$ cat src/rtl/if_fetch_ctrl_if.sv
// if_fetch_ctrl_if: instruction-memory handshake, hazard inputs and pipeline controls of the fetch controller
interface if_fetch_ctrl_if #(parameter int CNT_W = 16);
    logic             imem_ready;
    logic             branch_taken;
    logic [31:0]      branch_target;
    logic             id_ex_mem_read;
    logic [4:0]       id_ex_rt;
    logic [4:0]       if_id_rs;
    logic [4:0]       if_id_rt;
    logic [31:0]      pc_out;
    logic             imem_req;
    logic             if_id_write;
    logic             if_id_flush;
    logic             id_ex_bubble;
    logic             id_ex_flush;
    logic             ex_mem_flush;
    logic [CNT_W-1:0] stall_cnt;
    modport slave (
        input  imem_ready, branch_taken, branch_target, id_ex_mem_read, id_ex_rt, if_id_rs, if_id_rt,
        output pc_out, imem_req, if_id_write, if_id_flush, id_ex_bubble, id_ex_flush, ex_mem_flush, stall_cnt
    );
    modport master (
        output imem_ready, branch_taken, branch_target, id_ex_mem_read, id_ex_rt, if_id_rs, if_id_rt,
        input  pc_out, imem_req, if_id_write, if_id_flush, id_ex_bubble, id_ex_flush, ex_mem_flush, stall_cnt
    );
endinterface

$ cat src/rtl/if_fetch_ctrl.sv
// if_fetch_ctrl: PC owner and IF-stage sequencer (advance, memory wait, load-use stall, branch redirect)
module if_fetch_ctrl #(
    parameter logic [31:0] RESET_PC = 32'h0000_0000,
    parameter int          CNT_W    = 16
) (
    input logic          clk,
    input logic          rst,
    if_fetch_ctrl_if.slave bus
);
    typedef enum logic [1:0] {FETCH, WAIT, DRAIN} state_t;
    state_t           state, state_nx;
    logic [31:0]      pc, redir_pc, pc_nx;
    logic [CNT_W-1:0] stall_cnt;
    logic             lu, pc_load, redir_load, drain, br;
    assign lu    = bus.id_ex_mem_read && (bus.id_ex_rt != 5'd0) &&
                   (bus.id_ex_rt == bus.if_id_rs || bus.id_ex_rt == bus.if_id_rt);
    assign drain = (state == DRAIN);
    // A branch seen in DRAIN is ignored: the younger stages were already squashed
    assign br    = !drain && bus.branch_taken;
    always_ff @(posedge clk) begin
        if (rst) begin
            state     <= FETCH;
            pc        <= RESET_PC;
            redir_pc  <= 32'h0;
            stall_cnt <= '0;
        end else begin
            state <= state_nx;
            if (pc_load) pc <= pc_nx;
            if (redir_load) redir_pc <= bus.branch_target;
            if (!pc_load && !(&stall_cnt)) stall_cnt <= stall_cnt + CNT_W'(1);
        end
    end
    always_comb begin
        state_nx   = state;
        pc_load    = 1'b0;
        pc_nx      = pc;
        redir_load = 1'b0;
        if (drain) begin
            state_nx = bus.imem_ready ? FETCH : DRAIN;
            pc_load  = bus.imem_ready;
            pc_nx    = redir_pc;
        end else if (br) begin
            state_nx   = bus.imem_ready ? FETCH : DRAIN;
            pc_load    = bus.imem_ready;
            pc_nx      = bus.branch_target;
            redir_load = !bus.imem_ready;
        end else if (lu) begin
            state_nx = bus.imem_ready ? FETCH : WAIT;
        end else if (!bus.imem_ready) begin
            state_nx = WAIT;
        end else begin
            state_nx = FETCH;
            pc_load  = 1'b1;
            pc_nx    = pc + 32'd4;
        end
    end
    always_comb begin
        bus.pc_out       = pc;
        bus.stall_cnt    = stall_cnt;
        bus.imem_req     = !rst;
        bus.if_id_write  = !rst && !drain && !br && !lu && bus.imem_ready;
        bus.if_id_flush  = !rst && (drain || br || (!lu && !bus.imem_ready));
        bus.id_ex_bubble = !rst && !drain && !br && lu;
        bus.id_ex_flush  = !rst && br;
        bus.ex_mem_flush = !rst && br;
    end
endmodule

$ cat src/flat_wrapper.sv
// flat-port wrapper written by rule: the top's interface ports become plain ports
module if_fetch_ctrl_flat 
#(
    parameter logic [31:0] RESET_PC = 32'h0000_0000,
    parameter int          CNT_W    = 16
)
  (clk, rst, bus_imem_ready, bus_branch_taken, bus_branch_target, bus_id_ex_mem_read, bus_id_ex_rt, bus_if_id_rs, bus_if_id_rt, bus_pc_out, bus_imem_req, bus_if_id_write, bus_if_id_flush, bus_id_ex_bubble, bus_id_ex_flush, bus_ex_mem_flush, bus_stall_cnt);
  if_fetch_ctrl_if #(.CNT_W(CNT_W)) bus_i ();
  input logic clk;
  input logic rst;
  input wire logic [$bits(bus_i.imem_ready)-1:0] bus_imem_ready;
  input wire logic [$bits(bus_i.branch_taken)-1:0] bus_branch_taken;
  input wire logic [$bits(bus_i.branch_target)-1:0] bus_branch_target;
  input wire logic [$bits(bus_i.id_ex_mem_read)-1:0] bus_id_ex_mem_read;
  input wire logic [$bits(bus_i.id_ex_rt)-1:0] bus_id_ex_rt;
  input wire logic [$bits(bus_i.if_id_rs)-1:0] bus_if_id_rs;
  input wire logic [$bits(bus_i.if_id_rt)-1:0] bus_if_id_rt;
  output wire logic [$bits(bus_i.pc_out)-1:0] bus_pc_out;
  output wire logic [$bits(bus_i.imem_req)-1:0] bus_imem_req;
  output wire logic [$bits(bus_i.if_id_write)-1:0] bus_if_id_write;
  output wire logic [$bits(bus_i.if_id_flush)-1:0] bus_if_id_flush;
  output wire logic [$bits(bus_i.id_ex_bubble)-1:0] bus_id_ex_bubble;
  output wire logic [$bits(bus_i.id_ex_flush)-1:0] bus_id_ex_flush;
  output wire logic [$bits(bus_i.ex_mem_flush)-1:0] bus_ex_mem_flush;
  output wire logic [$bits(bus_i.stall_cnt)-1:0] bus_stall_cnt;
  assign bus_i.imem_ready = bus_imem_ready;
  assign bus_i.branch_taken = bus_branch_taken;
  assign bus_i.branch_target = bus_branch_target;
  assign bus_i.id_ex_mem_read = bus_id_ex_mem_read;
  assign bus_i.id_ex_rt = bus_id_ex_rt;
  assign bus_i.if_id_rs = bus_if_id_rs;
  assign bus_i.if_id_rt = bus_if_id_rt;
  assign bus_pc_out = bus_i.pc_out;
  assign bus_imem_req = bus_i.imem_req;
  assign bus_if_id_write = bus_i.if_id_write;
  assign bus_if_id_flush = bus_i.if_id_flush;
  assign bus_id_ex_bubble = bus_i.id_ex_bubble;
  assign bus_id_ex_flush = bus_i.id_ex_flush;
  assign bus_ex_mem_flush = bus_i.ex_mem_flush;
  assign bus_stall_cnt = bus_i.stall_cnt;
  if_fetch_ctrl #(.RESET_PC(RESET_PC), .CNT_W(CNT_W)) u_core (.clk(clk), .rst(rst), .bus(bus_i));
endmodule
$ cat config.mk
export PLATFORM = sky130hd
export DESIGN_NAME = if_fetch_ctrl_flat
export DESIGN_NICKNAME = d
export VERILOG_FILES = /design/src/rtl/if_fetch_ctrl_if.sv /design/src/rtl/if_fetch_ctrl.sv /design/src/flat_wrapper.sv
export SDC_FILE = /design/constraint.sdc
export NUM_CORES = 1
export LEC_CHECK = 0
export BUFFER_PORTS_ARGS = -buffer_cell sky130_fd_sc_hd__buf_4
export CAP_MARGIN = 20
export CORE_UTILIZATION = 58
export DETAILED_ROUTE_END_ITERATION = 12
export PLACE_DENSITY = 0.94
export SETUP_SLACK_MARGIN = 0.15
export SKIP_LAST_GASP = 1
export SLEW_MARGIN = 20
export SYNTH_ARGS = -nofsm -noshare
export SYNTH_HDL_FRONTEND = slang
export SYNTH_SLANG_ARGS = --single-unit
$ cat constraint.sdc
create_clock -name clk -period 4 [get_ports clk]
set_clock_uncertainty 0.05 [all_clocks]
set_input_delay 0.6 -clock clk [delete_from_list [all_inputs] [get_ports clk]]
set_output_delay 0.6 -clock clk [all_outputs]
set_load 0.02 [all_outputs]
==> reports/metrics.yaml <==
cts_tree: "built"
clkPwrFrac: 0.336
synth_top_area_frac: 0.3772
timing.final.crit_share: 0.7399
grt_usage: 0.3395
r2r_start: "u_core.bus.stall_cnt[0]"
reg2reg_to: "u_core.bus.stall_cnt[5]"
power_density_mw_per_mm2: 339.7
grt_pass1_wl_um: 20590
drc: 0
peakVddDrop_v: 0.0001776
grt_use_met2: 0.5427
final_hold_viol_count: 0
synth.avg_cell_area_sq_um: 7.542
critPathKind: "in2out"
cp_data_required_time_ns: 3.35
yosysWarnings: 0
relSlewSlack: 0.4361
die_h_um: 88.62
yosysTopAreaCell: "dfxtp_1"
min_period_ns: 2.960
syn-num-nets: 631
cts_root_buffer: "clkbuf_8"
synth_ff_type: "dfxtp_1"
reg2reg_setup_slack_ns: 1.12
synth-adder-area-share: 0.005750
die_area_sq_mm: 0.007854
post-cts-setup-buffer-count: 0
synth_xor_xnor_area_share: 0.02415
p_leak_nw: 2.051
busiest_layer: "met2"
timing.hold.ws_ns: 0.4068
vias_per_cell: 6.374
drtAntennaViolNets: 0
synth_seq_cells: 82
yosysUniqueCellTypes: 55
arrival_ns: 2.31
intPower_mw: 1.289
slew_viol_final: 0
setup_viol: 0
synthCells: 577
use_met3: 0.06250
area_delta_synth_final_pct: 23.09
antenna_found_initial: 0
tightest_slew_ns: 0.8459
path_cells: "buf_4 > or4_1 > o21ai_2 > o21ai_1 > buf_4 > nor3_1 > buf_4"
synth_compound_area_frac: 0.2645
rows: 31
drt_iter0_drc: 474
drv_cap: 0
io_pins: 106
muxShareOfSynthArea: 0.01495
nNetsFinal: 713
p_switching_mw: 0.5301
status: "completed"
cts.clk_slew.worst_paths_ns: 0.08
synth_top_family_by_area: "compound AO/OA/AOI/OAI gates"
rsz0062_at_grt: "no"
path_max_fanout: 17
reg2reg_depth: 7
worst_setup_path_end_kind: "output port"
numCtsBuffers: 9
p_seq_frac: 0.491
dp_hpwl_um: 8728
initial_utilization: 0.6000
use_met1: 0.4437
die_x_um: 88.62
synth.area.top_cells: "dfxtp_1 (38%), nand2_1 (9.5%), a21oi_1 (8.3%), o21ai_0 (3.9%), o311ai_0 (3.4%)"
cts_max_level: 3
synth_edf_count: 0
place_congestion: 0.8807
start_kind: "input pin"
swShare: 0.2913
path_common_cell: "buf_4"
coreArea_sq_mm: 0.007253
cts_resized: 0
async_flop_share: 0
synth-simple-area-share: 0.2628
first_global_vias: 4317
grt_max_degree: 51
drive_above_1_share: 0.2184
via_count: 4863
holdPathEnd: "u_core.redir_pc[29]"
slowest_stage: "or4_1"
critPathMaxStageDelay_ns: 0.53
synth_seq_area_share: 0.3772
routed_wl_um: 13200
routedWlPerCell_um: 17.30
cts_sinks: 82
portBuffers: 105
tns_ns: 0
hold_depth: 2
n_antenna_cell: 0
worstSkewPairLatency_ns: 0.35
dr.pass1.iters: 6
grt_overflow_total: 0
hold_buffers: 0
cts_max_path_buffers: 2
pwr-share-comb: 0.173
fmax_mhz: 337.9
hp-class: "reg2reg"
hold_start: "u_core.redir_pc[29]"
netlist_area_sq_mm: 0.004352
-- synth_stat cells (2+ instances only) --
cell	instances
a31oi_1	2
nand3b_1	3
clkbuf_1	32
o21a_1	2
buf_4	4
mux2i_1	2
nor2b_1	5
o311ai_0	17
a41o_1	2
buf_1	3
nor4_1	10
o31ai_1	10
xor2_1	11
a311oi_1	2
ha_1	2
dfxtp_1	82
nor2_1	34
or3_1	2
nand4_1	9
nand3_1	25
o21ai_0	34
a21oi_1	72
and4_1	6
and3_1	10
o211ai_1	8
or4_1	5
nand2_1	110
a211oi_1	7
buf_2	5
a221o_1	3
nor3_1	6
nand2b_1	3
o41ai_1	7
inv_1	8
o22ai_1	4
mux2_2	4
nor3_2	2
or2_2	4
and2_1	4
-- worst max-delay path: cells and delay by family --
family,cells,cell delay [ns]
AOI/OAI and AO/OA,2,0.36
buffers and inverters,3,0.53
and+or+nand+nor,2,0.81
-- worst max path at each step --
stage                       startpoint                      end
6_report               bus_id_ex_rt[0]          bus_if_id_write
5_1_grt        u_core.bus.stall_cnt[0]  u_core.bus.stall_cnt[6]
4_1_cts                bus_id_ex_rt[0]          bus_if_id_write
3_5_place_dp           bus_id_ex_rt[0]          bus_if_id_write
3_3_place_gp           bus_id_ex_rt[0]          bus_if_id_write
2_1_floorplan          bus_id_ex_rt[0]          bus_if_id_write
-- sequential cells by signal, indices dropped and copies added (netlist names) --
register	cells
u_core.bus.pc_out	32
u_core.bus.stall_cnt	16
u_core.state	2
u_core.redir_pc	32
-- cells in the final DEF (no fill, tap or decap), types with 5 or more instances in the layout --
master and instances:
nand2_1 110, o311ai_0 17, and4_1 6, nand4_1 9, clkbuf_8 10, nand3_1 25
inv_1 8, buf_4 115, o21ai_0 34, and3_1 10, nor3_1 6, or4_1 5
o211ai_1 8, nor2_1 33, nor4_1 10, xor2_1 11, o31ai_1 9, nor2b_1 5
a211oi_1 7, o41ai_1 7, a21oi_1 72, dfxtp_1 82
-- power groups by stage --
stage | Sequential [mW] | Clock (mW) | Combinational, mW
floorplan | 0.926 | 0 | 0.159
global placement | 0.908 | 0 | 0.299
detailed placement | 0.909 | 0 | 0.309
CTS | 0.891 | 0.613 | 0.312
global route | 0.897 | 0.660 | 0.341
finish | 0.893 | 0.611 | 0.316
-- logic make-up after synthesis --
| logic type | after synthesis |
|---|---|
| fa+ha+maj | 2 |
| buf+inv | 53 |
| xor+xnor | 12 |
| flops | 82 |
| mux | 6 |
| compound gates | 182 |
| simple gates | 240 |
-- through the flow --
stage,worst slack (ns),power (mW),std cells,utilization,cell area (sq um)
after detailed placement,1.082,1.219,747,0.7114,5160
after CTS,1.071,1.815,763,0.7385,5356
after floorplan,1.144,1.085,577,-,4352
after global routing,0.9400,1.898,763,0.7385,5356
final,1.040,1.819,763,0.7385,5356
after global placement,1.074,1.206,747,0.7114,5160
-- area by class of cell --
cell class	count	area (sq um)
clock buffers	12	145.1
clock inverters	4	51.30
fillers	546	1897
inverters	9	33.78
multi-input cells	442	2497
flip-flops and latches	82	1642
well taps	99	123.9
repair buffers	115	863.3
-- metal layers --
metal | wire length (um) | up-vias | share of wire
li1 | - | 2276 | -
met2 | 6408 | 266 | 0.49
met4 | 375 | 0 | 0.028
met3 | 1136 | 44 | 0.086
met1 | 5281 | 2277 | 0.40
met5 | 0 | - | 0
Power figures use the tool's default switching activity.
